--- src/rtl/id_ex_stage.sv ---
// ID/EX pipeline register with EX-side operand forwarding and hazard stall generation.
// Optional feature macro: ID_EX_FWD_EN (defined: forward from EX/MEM and MEM/WB; undefined: stall on RAW instead).
module id_ex_stage #(
    parameter int DATA_W = 32,
    parameter int REG_AW = 5
) (
    input  logic              clk_i,
    input  logic              rst_n_i,
    input  logic              id_valid_i,
    input  logic [REG_AW-1:0] id_rs1_i,
    input  logic [REG_AW-1:0] id_rs2_i,
    input  logic              id_use_rs2_i,
    input  logic [REG_AW-1:0] id_rd_i,
    input  logic [DATA_W-1:0] id_rs1_data_i,
    input  logic [DATA_W-1:0] id_rs2_data_i,
    input  logic [DATA_W-1:0] id_imm_i,
    input  logic [2:0]        id_alu_ctrl_i,
    input  logic              id_alu_src_i,
    input  logic              id_reg_write_i,
    input  logic              id_mem_read_i,
    input  logic              id_mem_write_i,
    input  logic              hold_i,
    input  logic              flush_i,
    input  logic              exmem_reg_write_i,
    input  logic [REG_AW-1:0] exmem_rd_i,
    input  logic [DATA_W-1:0] exmem_res_i,
    input  logic              memwb_reg_write_i,
    input  logic [REG_AW-1:0] memwb_rd_i,
    input  logic [DATA_W-1:0] memwb_res_i,
    output logic [DATA_W-1:0] alu_a_o,
    output logic [DATA_W-1:0] alu_b_o,
    output logic [2:0]        alu_ctrl_o,
    output logic [DATA_W-1:0] store_data_o,
    output logic              ex_valid_o,
    output logic [REG_AW-1:0] ex_rd_o,
    output logic              ex_reg_write_o,
    output logic              ex_mem_read_o,
    output logic              ex_mem_write_o,
    output logic              stall_req_o
);

    typedef struct packed {
        logic              valid;
        logic [REG_AW-1:0] rs1;
        logic [REG_AW-1:0] rs2;
        logic [REG_AW-1:0] rd;
        logic [DATA_W-1:0] rs1_data;
        logic [DATA_W-1:0] rs2_data;
        logic [DATA_W-1:0] imm;
        logic [2:0]        alu_ctrl;
        logic              alu_src;
        logic              reg_write;
        logic              mem_read;
        logic              mem_write;
    } ex_reg_t;

    ex_reg_t ex_q;
    logic [DATA_W-1:0] rs1_val;
    logic [DATA_W-1:0] rs2_val;
    logic load_use;
    logic ex_hit_rs1;
    logic ex_hit_rs2;

    // A bubble is the all-zero record, which also makes every derived output zero.
    always_ff @(posedge clk_i or negedge rst_n_i) begin
        if (!rst_n_i) begin
            ex_q <= '0;
        end else if (flush_i) begin
            ex_q <= '0;
        end else if (hold_i) begin
            ex_q <= ex_q;
        end else if (stall_req_o) begin
            ex_q <= '0;
        end else begin
            ex_q.valid     <= id_valid_i;
            ex_q.rs1       <= id_rs1_i;
            ex_q.rs2       <= id_rs2_i;
            ex_q.rd        <= id_rd_i;
            ex_q.rs1_data  <= id_rs1_data_i;
            ex_q.rs2_data  <= id_rs2_data_i;
            ex_q.imm       <= id_imm_i;
            ex_q.alu_ctrl  <= id_alu_ctrl_i;
            ex_q.alu_src   <= id_alu_src_i;
            ex_q.reg_write <= id_reg_write_i;
            ex_q.mem_read  <= id_mem_read_i;
            ex_q.mem_write <= id_mem_write_i;
        end
    end

    assign ex_hit_rs1 = (ex_q.rd == id_rs1_i);
    assign ex_hit_rs2 = id_use_rs2_i && (ex_q.rd == id_rs2_i);
    assign load_use   = ex_q.valid && ex_q.mem_read && (ex_q.rd != '0) && id_valid_i
                        && (ex_hit_rs1 || ex_hit_rs2);

`ifdef ID_EX_FWD_EN
    // EX/MEM is the younger producer, so it wins over MEM/WB; x0 never forwards.
    always_comb begin
        rs1_val = ex_q.rs1_data;
        rs2_val = ex_q.rs2_data;
        if (exmem_reg_write_i && (exmem_rd_i != '0) && (exmem_rd_i == ex_q.rs1)) begin
            rs1_val = exmem_res_i;
        end else if (memwb_reg_write_i && (memwb_rd_i != '0) && (memwb_rd_i == ex_q.rs1)) begin
            rs1_val = memwb_res_i;
        end
        if (exmem_reg_write_i && (exmem_rd_i != '0) && (exmem_rd_i == ex_q.rs2)) begin
            rs2_val = exmem_res_i;
        end else if (memwb_reg_write_i && (memwb_rd_i != '0) && (memwb_rd_i == ex_q.rs2)) begin
            rs2_val = memwb_res_i;
        end
    end

    assign stall_req_o = load_use;
`else
    logic raw_ex;
    logic raw_exmem;
    logic unused_fwd;

    assign rs1_val = ex_q.rs1_data;
    assign rs2_val = ex_q.rs2_data;

    // Without bypass paths any pending writer in EX or EX/MEM must drain first.
    assign raw_ex    = ex_q.valid && ex_q.reg_write && (ex_q.rd != '0) && id_valid_i
                       && (ex_hit_rs1 || ex_hit_rs2);
    assign raw_exmem = exmem_reg_write_i && (exmem_rd_i != '0) && id_valid_i
                       && ((exmem_rd_i == id_rs1_i) || (id_use_rs2_i && (exmem_rd_i == id_rs2_i)));

    assign stall_req_o = load_use || raw_ex || raw_exmem;
    assign unused_fwd  = ^{exmem_res_i, memwb_reg_write_i, memwb_rd_i, memwb_res_i,
                           ex_q.rs1, ex_q.rs2};
`endif

    assign alu_a_o        = rs1_val;
    assign store_data_o   = rs2_val;
    assign alu_b_o        = ex_q.alu_src ? ex_q.imm : rs2_val;
    assign alu_ctrl_o     = ex_q.alu_ctrl;
    assign ex_valid_o     = ex_q.valid;
    assign ex_rd_o        = ex_q.rd;
    assign ex_reg_write_o = ex_q.reg_write;
    assign ex_mem_read_o  = ex_q.mem_read;
    assign ex_mem_write_o = ex_q.mem_write;

endmodule

--- config.mk ---
export PLATFORM = sky130hd
export DESIGN_NAME = id_ex_stage
export DESIGN_NICKNAME = d
export VERILOG_FILES = /design/src/rtl/id_ex_stage.sv
export SDC_FILE = /design/constraint.sdc
export NUM_CORES = 1
export LEC_CHECK = 0
export ABC_AREA = 0
export BUFFER_PORTS_ARGS = -buffer_cell sky130_fd_sc_hd__buf_4
export CAP_MARGIN = 20
export CORE_AREA = 2 2 120 122
export DETAILED_ROUTE_END_ITERATION = 8
export DIE_AREA = 0 0 122 124
export PLACE_DENSITY = 0.7
export SETUP_SLACK_MARGIN = 0.3
export SLEW_MARGIN = 20
export SYNTH_ARGS = -nofsm -noshare
export SYNTH_HDL_FRONTEND = slang
export SYNTH_SLANG_ARGS = --single-unit
export TNS_END_PERCENT = 30
--- constraint.sdc ---
create_clock -name clk_i -period 2.5 [get_ports clk_i]
set_input_delay 0.125 -clock clk_i [delete_from_list [all_inputs] [get_ports clk_i]]
set_output_delay 0.125 -clock clk_i [all_outputs]
set_load 0.01 [all_outputs]
==> results.txt, run 1 <==
----------------------------------------------------
[Critical path]
  Worst setup path end ... stall_req_o
  Setup CP Type ... reg2out
  Largest fanout on the critical path ... 5
  Depth of the worst register-to-register path ... 6
  Kind of end point of the critical path ... output port
  Data arrival at the endpoint of the critical path ... 1.79 ns
  Startpoint types ... flip-flop
  Critical path startpoint ... ex_rd_o[2]$_DFFE_PN0P_
  Worst flop-to-flop path endpoint ... store_data_o[22]$_DFFE_PN0P_
  Slack of the worst reg-to-reg path ... 0.59 ns
  Critical path data required time ... 2.38 ns
  Startpoint of the most critical register-to-register path ... ex_rd_o[2]$_DFFE_PN0P_

[STA]
  Final hold viol count ... 0
  Total Neg Setup Slack ... 0 ns
  Min Clock Period, post-route ... 1.91 ns
  Relative max-transition margin ... 56.0%
  Worst Slack Setup Final ... 0.590 ns
  Achievable frequency ... 523 MHz
  Final period utilization ... 76.4%
  Count of final setup violators ... 0
  Worst Skew ... 0.00758 ns
  Number of slew-limit violations in the final report ... 0
  Transition time at the pin with the least slew margin ... 0.661 ns
  Unrepaired setup endpoints after global routing ... no

[Global route]
  Maximum number of pins on one net before global-route repair ... 106
  Initial antenna violation count ... 1
  Overflow left after global routing ... 0
  Gr usage total ... 19.0%
  First-pass GRT wire length ... 22300 um
  Vias in the first global route ... 4418

[Yosys]
  Top-area cell type share of the netlist area ... 54.0%
  Count of distinct cell types in the synthesized netlist ... 20
  Largest cells by area after synthesis ... dfrtp_1 (54%), a22o_1 (19%), buf_4 (12%), mux2_2 (7.1%), xnor2_1 (3.5%)
  Yosys synthesis warning count ... 0
  Area leader, netlist ... dfrtp_1
  Mean post-synth cell area ... 12.9 um^2
  Post-Syn Nets ... 590
  Sequential fraction of the synthesis area ... 54.0%
  Number of instances in the synthesized netlist ... 390
  Summed instance area of the synthesized netlist ... 5050 um^2
  Number of flip-flops and latches in the synthesized netlist ... 109

[Detailed routing]
  Antenna violation net count after detailed routing ... 0
  Detailed Routing Iterations Pass 1 ... 4
  Post-Route M1 WL ... 5650 um
  Total Wirelength ... 14600 um
  Avg WL per Cell ... 17.7 um
  # DRC ... 0
  Vias post-DR ... 4093
  Top sig layer ... met4
  Number of design-rule violations left by the first detailed-router iteration ... 161
  Vias per cell ... 4.97
  WL met2 ... 7530 um
  Met3 wire len ... 1060 um

[Place]
  Placed Area ... 6460 um^2
  Weighted congestion at the end of routability-driven global placement ... 0.804
  Worst-case setup slack after placement ... 0.545 ns
  Port bufs ... 238
  HPWL reported at the end of detailed placement ... 8870 um

[Power]
  Power consumption ... 4.15 mW
  Leak ... 3.86 nW
  Highest ir drop seen on vdd ... 268 uV
  Power density normalized to cell area ... 539 nW/um^2

[Die]
  Total Die Area ... 15100 um^2
  Number of top-level pins ... 309
  Die span in y ... 124 um
  Row cnt ... 43
  Die Wd ... 122 um
  Standard cell core area ... 13700 um^2
  Starting density of the core ... 36.8%

[Finish]
  Share of final-layout standard cells stronger than drive strength 1 ... 44.9%
  Post-route design area ... 7700 um^2
  Area growth from synthesis to layout ... 52.6%
  # fillers ... 1100
  Total Nets Final ... 841

[Clock tree]
  CTS tree ... yes
  Max Buffers Root-to-Sink ... 2
  Gates resized, CTS repair ... 0
  CTS sink cnt ... 109
  Cts bufs inserted ... 9
  Master cell of the clock root buffer ... clkbuf_16
  Clock H-tree levels ... 3
  Clk_lat worst skew ... 0.34 ns
  Clock-pin slew of the registers on the worst-case setup and hold paths ... 0.06 ns

[Run status]
  Result of the run ... completed

[Flow run]
  Maximum capacitance violations ... 0

[Min path]
  Type of the tightest min-delay check ... in2reg

----------------------------------------------------
-- cell type report --
type / count / area, um^2 / share of cell area (%)
Timing Repair Buffer: 340 / 2850 / 36.9
Sequential cell: 109 / 2730 / 35.4
Multi-Input combinational cell: 181 / 1630 / 21.2
Clock buffer: 11 / 233 / 3.02
Tap cell: 180 / 225 / 2.92
Clock inverter: 2 / 37.5 / 0.487
Antenna cell: 1 / 2.50 / 0.0325
-- worst min path at each step --
stage	startpoint	endpoint	cells after the start
2_1_floorplan	rst_n_i	alu_a_o[0]$_DFFE_PN0P_	0
3_3_place_gp	rst_n_i	ex_q[36]$_DFFE_PN0P_	1
3_5_place_dp	rst_n_i	store_data_o[29]$_DFFE_PN0P_	1
4_1_cts	id_rs1_data_i[19]	alu_a_o[19]$_DFFE_PN0P_	2
5_1_grt	id_rs1_data_i[19]	alu_a_o[19]$_DFFE_PN0P_	2
6_report	id_rd_i[2]	ex_rd_o[2]$_DFFE_PN0P_	2
-- timing repair --
item | CTS | global route
setup buffers | 0 | 0
hold buffers | 97 | 0
hold endpoints to repair | 145 | 0
-- registers in the layout (all words and copies together), names as in the netlist --
signal          cells
alu_ctrl_o          3
ex_q               33
ex_reg_write_o      1
store_data_o       32
ex_mem_write_o      1
ex_mem_read_o       1
ex_valid_o          1
ex_rd_o             5
alu_a_o            32
-- cells in the mapped netlist --
master / count
or2_2: 1
xnor2_1: 20
nor2b_1: 1
nand2_1: 4
o211ai_1: 1
nor2_1: 1
a22o_1: 110
clkbuf_1: 16
o311a_1: 1
nand3_1: 2
o22ai_1: 2
buf_8: 2
nor3_1: 1
or3_1: 1
buf_4: 82
a21oi_1: 1
nand4_1: 2
dfrtp_1: 109
mux2_2: 32
a221oi_2: 1
-- cell usage in the layout (no fill, tap or decap), drive strengths merged, types with 2 or more instances in the layout --
master       count
nand2            4
a22o           110
nand3            2
nand4            2
o22ai            2
dfrtp          109
clkbuf          11
xnor2           20
buf            243
dlygate4sd3     97
mux2            32
-- per-layer routing --
| layer | track usage (%) | up-vias |
|---|---|---|
| met1 | 22.3 | 2035 |
| met5 | 0 | - |
| li1 | - | 1857 |
| met2 | 32.8 | 171 |
| met3 | 4.62 | 30 |
| met4 | 8.91 | 0 |
-- worst max-delay path: stages (launching register included) --
cell	delay [ns]
dfrtp_1	0.48
xnor2_1	0.22
nand3_1	0.10
o22ai_1	0.32
a22o_1	0.21
buf_4	0.12
-- logic make-up after synthesis --
kind of cell / share of synthesized area [%]
compound gates: 20.1
xor+xnor: 3.47
buf+inv: 14.0
flops: 54.0
mux: 7.14
simple gates: 1.29
-- power breakdown --
| group | total, mW | switching (mW) | internal (mW) | leakage [nW] |
|---|---|---|---|---|
| registers | 1.94 | 0.0768 | 1.86 | 1.45 |
| clock network | 1.36 | 0.602 | 0.762 | 0.128 |
| logic | 0.847 | 0.340 | 0.507 | 2.29 |
| total | 4.15 | 1.02 | 3.13 | 3.86 |
-- metrics by stage --
step / hold WS [ns] / instances / utilization, %
floorplan: -0.171 / 390 / -
global placement: 0.192 / 713 / 47.1
detailed placement: 0.200 / 713 / 47.1
CTS: 0.000369 / 823 / 56.1
global route: 0.000734 / 824 / 56.2
finish: 0.0161 / 824 / 56.2
Power figures use the tool's default switching activity.
==> inputs of run 2 (changes only) <==
- CORE_AREA: 2 2 120 122 -> 2 2 121 123
- DIE_AREA: 0 0 122 124 -> 0 0 123 125
- PLACE_DENSITY: 0.7 -> 0.71
- clock period: 2.5 -> 1.7 ns (I/O delays scaled with it)
==> run 2 against run 1 <==
The run now ends with negative setup slack left. Sequential power rose by 47%. Final cell count rose by 4.9%. Via count rose by 5.5%. Non-clock buffer count rose by 32. Sequential share of layout area fell by 3.0 points. Clock skew rose by 0.0034 ns. Setup slack got worse by 0.66 ns. Final area rose by 9.3%. Count of clock-buffer cells in the layout rose by 1. Flip-flop and latch count did not move. Critical path depth rose by 2. Critical path type is now reg2reg. Critical endpoint is now store_data_o[11]$_DFFE_PN0P_.
==> results.txt, run 2 (synthesis results as in run 1) <==
----------------------------------------------------
[Run status]
  Result of the run ... complete, but fails checks
  Violations in the final reports ... negative setup slack

[STA]
  Worst Skew ... 0.0110 ns (+0.00339 ns)
  Final hold viol count ... 0 (unchanged)
  Min Clock Period, post-route ... 1.77 ns
  Final period utilization ... 104%
  Worst Slack Setup Final ... -0.0665 ns (-0.656 ns)
  Count of final setup violators ... 84 (+84)
  Relative max-transition margin ... 67.7% (+12 points)
  Achievable frequency ... 566 MHz
  Number of slew-limit violations in the final report ... 0 (unchanged)
  Unrepaired setup endpoints after global routing ... yes
  Transition time at the pin with the least slew margin ... 0.485 ns (-0.176 ns)

[Critical path]
  Startpoint of the most critical register-to-register path ... ex_rd_o[4]$_DFFE_PN0P_
  Cells along the critical path ... xnor2_2 -> nand4_1 -> o22ai_2 -> a221oi_4 -> buf_12 -> buf_16 -> a22o_1
  Slowest-stage cell, CP ... dfrtp_2
  Worst flop-to-flop path endpoint ... store_data_o[11]$_DFFE_PN0P_
  Startpoint types ... flip-flop
  Critical path startpoint ... ex_rd_o[4]$_DFFE_PN0P_
  Setup CP Type ... reg2reg
  Depth of the worst register-to-register path ... 7 (+1)
  Largest fanout on the critical path ... 27 (+22)
  Longest individual stage delay on the worst path ... 0.46 ns (-0.02 ns)
  Data arrival at the endpoint of the critical path ... 2.05 ns (+0.26 ns)
  Slack of the worst reg-to-reg path ... -0.07 ns (-0.66 ns)
  Kind of end point of the critical path ... flip-flop
  Critical path data required time ... 1.98 ns (-0.40 ns)

[Clock tree]
  Clock-pin slew of the registers on the worst-case setup and hold paths ... 0.07 ns (about the same)
  Clock H-tree levels ... 3 (unchanged)
  Max Buffers Root-to-Sink ... 2 (unchanged)
  Clk_lat worst skew ... 0.35 ns (about the same)
  CTS sink cnt ... 109 (unchanged)
  Cts bufs inserted ... 9 (unchanged)
  CTS tree ... yes
  Master cell of the clock root buffer ... clkbuf_16

[Detailed routing]
  Number of design-rule violations left by the first detailed-router iteration ... 240 (+49%)
  Total Wirelength ... 16300 um (+12%)
  Avg WL per Cell ... 18.9 um (+6.5%)
  # DRC ... 0 (unchanged)
  Detailed Routing Iterations Pass 1 ... 4 (unchanged)
  Vias post-DR ... 4319 (+5.5%)
  Antenna violation net count after detailed routing ... 0 (unchanged)
  Vias per cell ... 5.00 (+0.64%)

[Die]
  Die Wd ... 123 um (+0.82%)
  Die span in y ... 125 um (+0.81%)
  Row cnt ... 44 (+2.3%)
  Total Die Area ... 15400 um^2 (+1.6%)
  Standard cell core area ... 14200 um^2 (+3.5%)
  Starting density of the core ... 35.5% (-1.3 points)
  Number of top-level pins ... 309 (unchanged)

[Finish]
  Largest register FFs ... 33 (unchanged)
  Area growth from synthesis to layout ... 66.9%
  Sequential cell area ... 2730 um^2 (+0.14%)
  Share of final-layout standard cells stronger than drive strength 1 ... 47.2% (+2.3 points)
  Register name with the most flops ... ex_q
  Leading cell type in the layout, fill and taps excluded ... buf_4
  Top library cells by usage in the layout, fill and taps aside ... buf_4 (217), a22o_1 (110), dlygate4sd3_1 (110)
  Total Nets Final ... 873 (+3.8%)
  Post-route design area ... 8420 um^2 (+9.3%)
  Area of combinational cells with multiple inputs ... 1780 um^2 (+9.1%)
  # fillers ... 1086 (-1.3%)

[Global route]
  Maximum number of pins on one net before global-route repair ... 63 (-41%)
  Gr usage total ... 20.1% (+1.1 points)
  Vias in the first global route ... 4555 (+3.1%)
  First-pass GRT wire length ... 23900 um (+7.2%)
  Initial antenna violation count ... 1 (unchanged)
  Overflow left after global routing ... 0 (unchanged)

[Flow run]
  Maximum capacitance violations ... 0 (unchanged)

[Power]
  Leak ... 4.19 nW (+8.5%)
  Power density normalized to cell area ... 775 nW/um^2 (+44%)
  Reported net switching power ... 1.62 mW (+59%)
  Register share of total power ... 43.8% (-3.0 points)
  Highest ir drop seen on vdd ... 417 uV (+56%)
  Switching share of power ... 24.8% (+0.26 points)
  Share of total power in combinational logic ... 22.4% (+2.0 points)
  Power share of the clock group ... 33.8% (+1.0 points)
  Internal power consumption ... 4.91 mW (+57%)
  Power consumption ... 6.53 mW (+57%)

[Place]
  Port bufs ... 238 (unchanged)
  Weighted congestion at the end of routability-driven global placement ... 0.826 (+2.8%)
  HPWL reported at the end of detailed placement ... 9230 um (+4.1%)
  Placed Area ... 6580 um^2 (+1.9%)

[Min path]
  Type of the tightest min-delay check ... in2async

----------------------------------------------------
[run 2: cell count changes in the layout (fill, tap and decap cells not counted), sizes merged]
cell / change
buf: +16
dlygate4sd3: +13
clkbuf: +4
clkinv: +2
clkinvlp: -1
diode: +1
inv: +1
[run 2: area by class of cell]
cell class | count | share of cell area, %
clock inverter | 4 | 0.624
antenna | 2 | 0.0594
timing repair buffer | 372 | 39.8
tap | 184 | 2.73
clock buffer | 12 | 3.16
sequential | 109 | 32.4
multi-input combinational | 181 | 21.2
[run 2: worst max-delay path: cells and delay by family, from the launching register on]
family	cells	cell delay, ns
flops	1	0.46
buf+inv	2	0.37
compound gates	3	0.60
simple gates	1	0.09
xor+xnor	1	0.15
[run 2: per-stage QoR]
stage | instances | hold WS, ns | setup TNS [ns] | setup slack, ns | util (%)
finish | 864 | 0.119 | -2.95 | -0.0665 | 59.3
global placement | 730 | -0.0720 | -11.88 | -0.118 | 46.3
floorplan | 390 | -0.211 | 0 | 0.110 | -
global route | 863 | 0.105 | -11.85 | -0.140 | 59.3
detailed placement | 730 | -0.0640 | -12.86 | -0.141 | 46.3
CTS | 856 | 0.0912 | -4.22 | -0.0652 | 58.2
[run 2: how the worst max path moves through the flow]
stage / to / depth (start not counted)
floorplan: alu_a_o[0]$_DFFE_PN0P_ / 8
global placement: store_data_o[26]$_DFFE_PN0P_ / 6
detailed placement: ex_mem_read_o$_DFFE_PN0P_ / 6
CTS: ex_q[10]$_DFFE_PN0P_ / 6
global route: alu_a_o[8]$_DFFE_PN0P_ / 7
finish: store_data_o[11]$_DFFE_PN0P_ / 7
[run 2: power groups by stage]
stage	clock network (mW)	logic (mW)	registers, mW
final	2.20	1.46	2.86
after global routing	2.37	1.56	2.88
after CTS	2.27	1.39	2.85
after detailed placement	0	1.09	2.90
after global placement	0	1.07	2.89
after floorplan	0	0.586	2.86
[run 2: metal layers]
layer	vias to the layer above	track usage, %	share of wire, %
li1	1927	-	-
met4	0	8.56	2.9
met2	218	32.8	47
met5	-	0	0
met1	2132	24.3	42
met3	42	6.43	8.3
[run 2: what timing repair did]
item	CTS	global route
setup endpoints to repair	142	142
resized for setup	69	14
buffers inserted	0	1
cloned	0	5
hold buffers	110	0
endpoints found under the hold margin	218	0
pin swaps	39	41
==> inputs of run 3 (changes only) <==
- CELL_PAD_IN_SITES_DETAIL_PLACEMENT: not set -> 1
- CELL_PAD_IN_SITES_GLOBAL_PLACEMENT: not set -> 2
- CORE_AREA: 2 2 121 123 -> not set
- CORE_MARGIN: not set -> 2
- CORE_UTILIZATION: not set -> 23
- DIE_AREA: 0 0 123 125 -> not set
- PLACE_DENSITY: 0.71 -> not set
- PLACE_DENSITY_LB_ADDON: not set -> 0.1
==> run 3 against run 2 <==
The flow still finishes with violations (negative setup slack). Critical path type unchanged. Worst hold slack gained 0.13 ns. Global-route usage decreased by 5.2 points. Die area grew 51%. Flip-flop and latch count is the same. Sequential power barely moved. Critical path depth unchanged.
==> results.txt, run 3 (synthesis results as in run 1) <==
----------------------------------------------------
[Critical path]
  Data arrival at the endpoint of the critical path ... 2.04 ns (about the same)
  Worst flop-to-flop path endpoint ... ex_q[17]$_DFFE_PN0P_
  Depth of the worst register-to-register path ... 7 (unchanged)
  Setup CP Type ... reg2reg
  Slack of the worst reg-to-reg path ... -0.05 ns (about the same)
  Startpoint types ... flip-flop
  Startpoint of the most critical register-to-register path ... ex_rd_o[1]$_DFFE_PN0P_
  Largest fanout on the critical path ... 23 (-15%)
  Critical path data required time ... 1.99 ns (about the same)
  Kind of end point of the critical path ... flip-flop

[STA]
  Transition time at the pin with the least slew margin ... 0.539 ns (+0.0537 ns)
  Final period utilization ... 103% (-0.70 points)
  Number of slew-limit violations in the final report ... 0 (unchanged)
  Worst Skew ... 0.0108 ns (-0.000161 ns)
  Unrepaired setup endpoints after global routing ... yes
  Final hold viol count ... 0 (unchanged)
  Worst Slack Setup Final ... -0.0546 ns (+0.0119 ns)
  Achievable frequency ... 570 MHz (+0.68%)
  Relative max-transition margin ... 64.1% (-3.6 points)
  Min Clock Period, post-route ... 1.75 ns (-0.0119 ns)
  Count of final setup violators ... 106 (+26%)

[Finish]
  # fillers ... 2326 (+110%)
  Top library cells by usage in the layout, fill and taps aside ... buf_4 (247), a22o_1 (110), dlygate4sd3_1 (110)
  Largest register FFs ... 33 (unchanged)
  Share of final-layout standard cells stronger than drive strength 1 ... 47.9% (+0.67 points)
  Total Nets Final ... 877 (+0.46%)
  Area growth from synthesis to layout ... 66.6%
  Register name with the most flops ... ex_q
  Leading cell type in the layout, fill and taps excluded ... buf_4
  Post-route design area ... 8410 um^2 (-0.18%)

[Place]
  Placed Area ... 6730 um^2 (+2.3%)
  Weighted congestion at the end of routability-driven global placement ... 0.814 (-1.5%)
  Port bufs ... 238 (unchanged)
  HPWL reported at the end of detailed placement ... 11300 um (+22%)

[Power]
  Register share of total power ... 44.7% (+0.9 points)
  Power density normalized to cell area ... 760 nW/um^2 (-2.0%)
  Leak ... 4.12 nW (-1.6%)
  Power share of the clock group ... 33.0% (-0.8 points)
  Highest ir drop seen on vdd ... 387 uV (-7.2%)
  Power consumption ... 6.39 mW (-2.2%)
  Switching share of power ... 25.8% (+0.98 points)
  Share of total power in combinational logic ... 22.3% (about the same)
  Internal power consumption ... 4.74 mW (-3.4%)
  Reported net switching power ... 1.65 mW (+1.7%)

[Clock tree]
  Cts bufs inserted ... 9 (unchanged)
  CTS sink cnt ... 109 (unchanged)
  Clock H-tree levels ... 3 (unchanged)
  Master cell of the clock root buffer ... clkbuf_16
  Clk_lat worst skew ... 0.35 ns (about the same)
  Clock-pin slew of the registers on the worst-case setup and hold paths ... 0.08 ns (about the same)
  CTS tree ... yes
  Max Buffers Root-to-Sink ... 2 (unchanged)

[Global route]
  Peak-usage layer in the global routing report ... met2
  First-pass GRT wire length ... 27300 um (+14%)
  Met2 routing resource usage after global routing ... 24.5% (-8.3 points)
  M1 GR Usage ... 19.7% (-4.6 points)
  Maximum number of pins on one net before global-route repair ... 58 (-7.9%)
  Met3 capacity usage during global routing ... 3.16% (-3.3 points)
  Initial antenna violation count ... 1 (unchanged)
  Vias in the first global route ... 4715 (+3.5%)
  Overflow left after global routing ... 0 (unchanged)
  Gr usage total ... 14.9% (-5.2 points)

[Die]
  Die span in y ... 152 um (+22%)
  Die Wd ... 152 um (+24%)
  Starting density of the core ... 23.3% (-12 points)
  Row cnt ... 54 (+23%)
  Number of top-level pins ... 309 (unchanged)
  Standard cell core area ... 21700 um^2 (+53%)
  Total Die Area ... 23100 um^2 (+51%)

[Detailed routing]
  Total Wirelength ... 17600 um (+8.3%)
  Vias post-DR ... 4189 (-3.0%)
  Detailed Routing Iterations Pass 1 ... 4 (unchanged)
  Avg WL per Cell ... 18.3 um (-2.8%)
  Vias per cell ... 4.35 (-13%)
  # DRC ... 0 (unchanged)
  Antenna violation net count after detailed routing ... 0 (unchanged)
  Number of design-rule violations left by the first detailed-router iteration ... 88 (-63%)

[Run status]
  Violations in the final reports ... negative setup slack
  Result of the run ... complete, but fails checks

[Min path]
  Type of the tightest min-delay check ... in2async

[Flow run]
  Maximum capacitance violations ... 0 (unchanged)

----------------------------------------------------
==> run 3: cell type report <==
| class | count | area (um^2) | share of cell area, % |
|---|---|---|---|
| repair buffers | 376 | 3350 | 39.8 |
| flip-flops and latches | 109 | 2730 | 32.5 |
| multi-input cells | 181 | 1690 | 20.1 |
| well taps | 280 | 350 | 4.17 |
| clock buffers | 11 | 233 | 2.77 |
| clock inverters | 4 | 50.0 | 0.595 |
| diodes | 1 | 2.50 | 0.0298 |
==> run 3: metal layers <==
| layer | wire length, um | vias up |
|---|---|---|
| met5 | 0 | - |
| met3 | 771 | 13 |
| met1 | 8040 | 2106 |
| met4 | 205 | 0 |
| met2 | 8630 | 126 |
| li1 | - | 1944 |
==> run 3: stage by stage <==
stage / setup slack, ns / TNS [ns] / hold slack (ns) / util (%) / cells
detailed placement: -0.242 / -20.70 / 0.105 / 31.0 / 827
floorplan: 0.110 / 0 / -0.211 / - / 390
finish: -0.0546 / -3.24 / 0.248 / 38.8 / 962
CTS: -0.0967 / -4.94 / 0.254 / 38.2 / 957
global route: -0.154 / -14.38 / 0.291 / 38.8 / 962
global placement: -0.182 / -16.16 / 0.102 / 31.0 / 827
==> run 3: how the worst max path moves through the flow <==
stage,start,to,cells past startpoint
floorplan,ex_rd_o[4]$_DFFE_PN0P_,alu_a_o[0]$_DFFE_PN0P_,8
global placement,exmem_rd_i[0],store_data_o[20]$_DFFE_PN0P_,6
detailed placement,ex_rd_o[1]$_DFFE_PN0P_,ex_q[25]$_DFFE_PN0P_,5
CTS,ex_rd_o[4]$_DFFE_PN0P_,ex_rd_o[4]$_DFFE_PN0P_,7
global route,ex_rd_o[4]$_DFFE_PN0P_,ex_q[17]$_DFFE_PN0P_,7
finish,ex_rd_o[1]$_DFFE_PN0P_,ex_q[17]$_DFFE_PN0P_,7
==> run 3: what timing repair did <==
item	in CTS	in global routing
hold buffers	110	0
setup endpoints to repair	141	141
endpoints found under the hold margin	144	0
pin swaps	15	27
resized for setup	18	10
cloned	3	4
setup buffers	2	0
==> run 3: critical path: stages (launching register included) <==
cell	delay, ns
dfrtp_2	0.46
xnor2_1	0.15
nand4_1	0.10
o22ai_2	0.11
a221oi_4	0.35
buf_6	0.19
buf_16	0.17
a22o_1	0.16
==> run 3: power by group through the flow <==
stage,clock [mW],sequential (mW),combinational [mW]
final,2.11,2.85,1.42
after global routing,2.32,2.88,1.53
after CTS,2.22,2.85,1.40
after detailed placement,0,2.90,1.13
after global placement,0,2.90,1.12
after floorplan,0,2.86,0.586
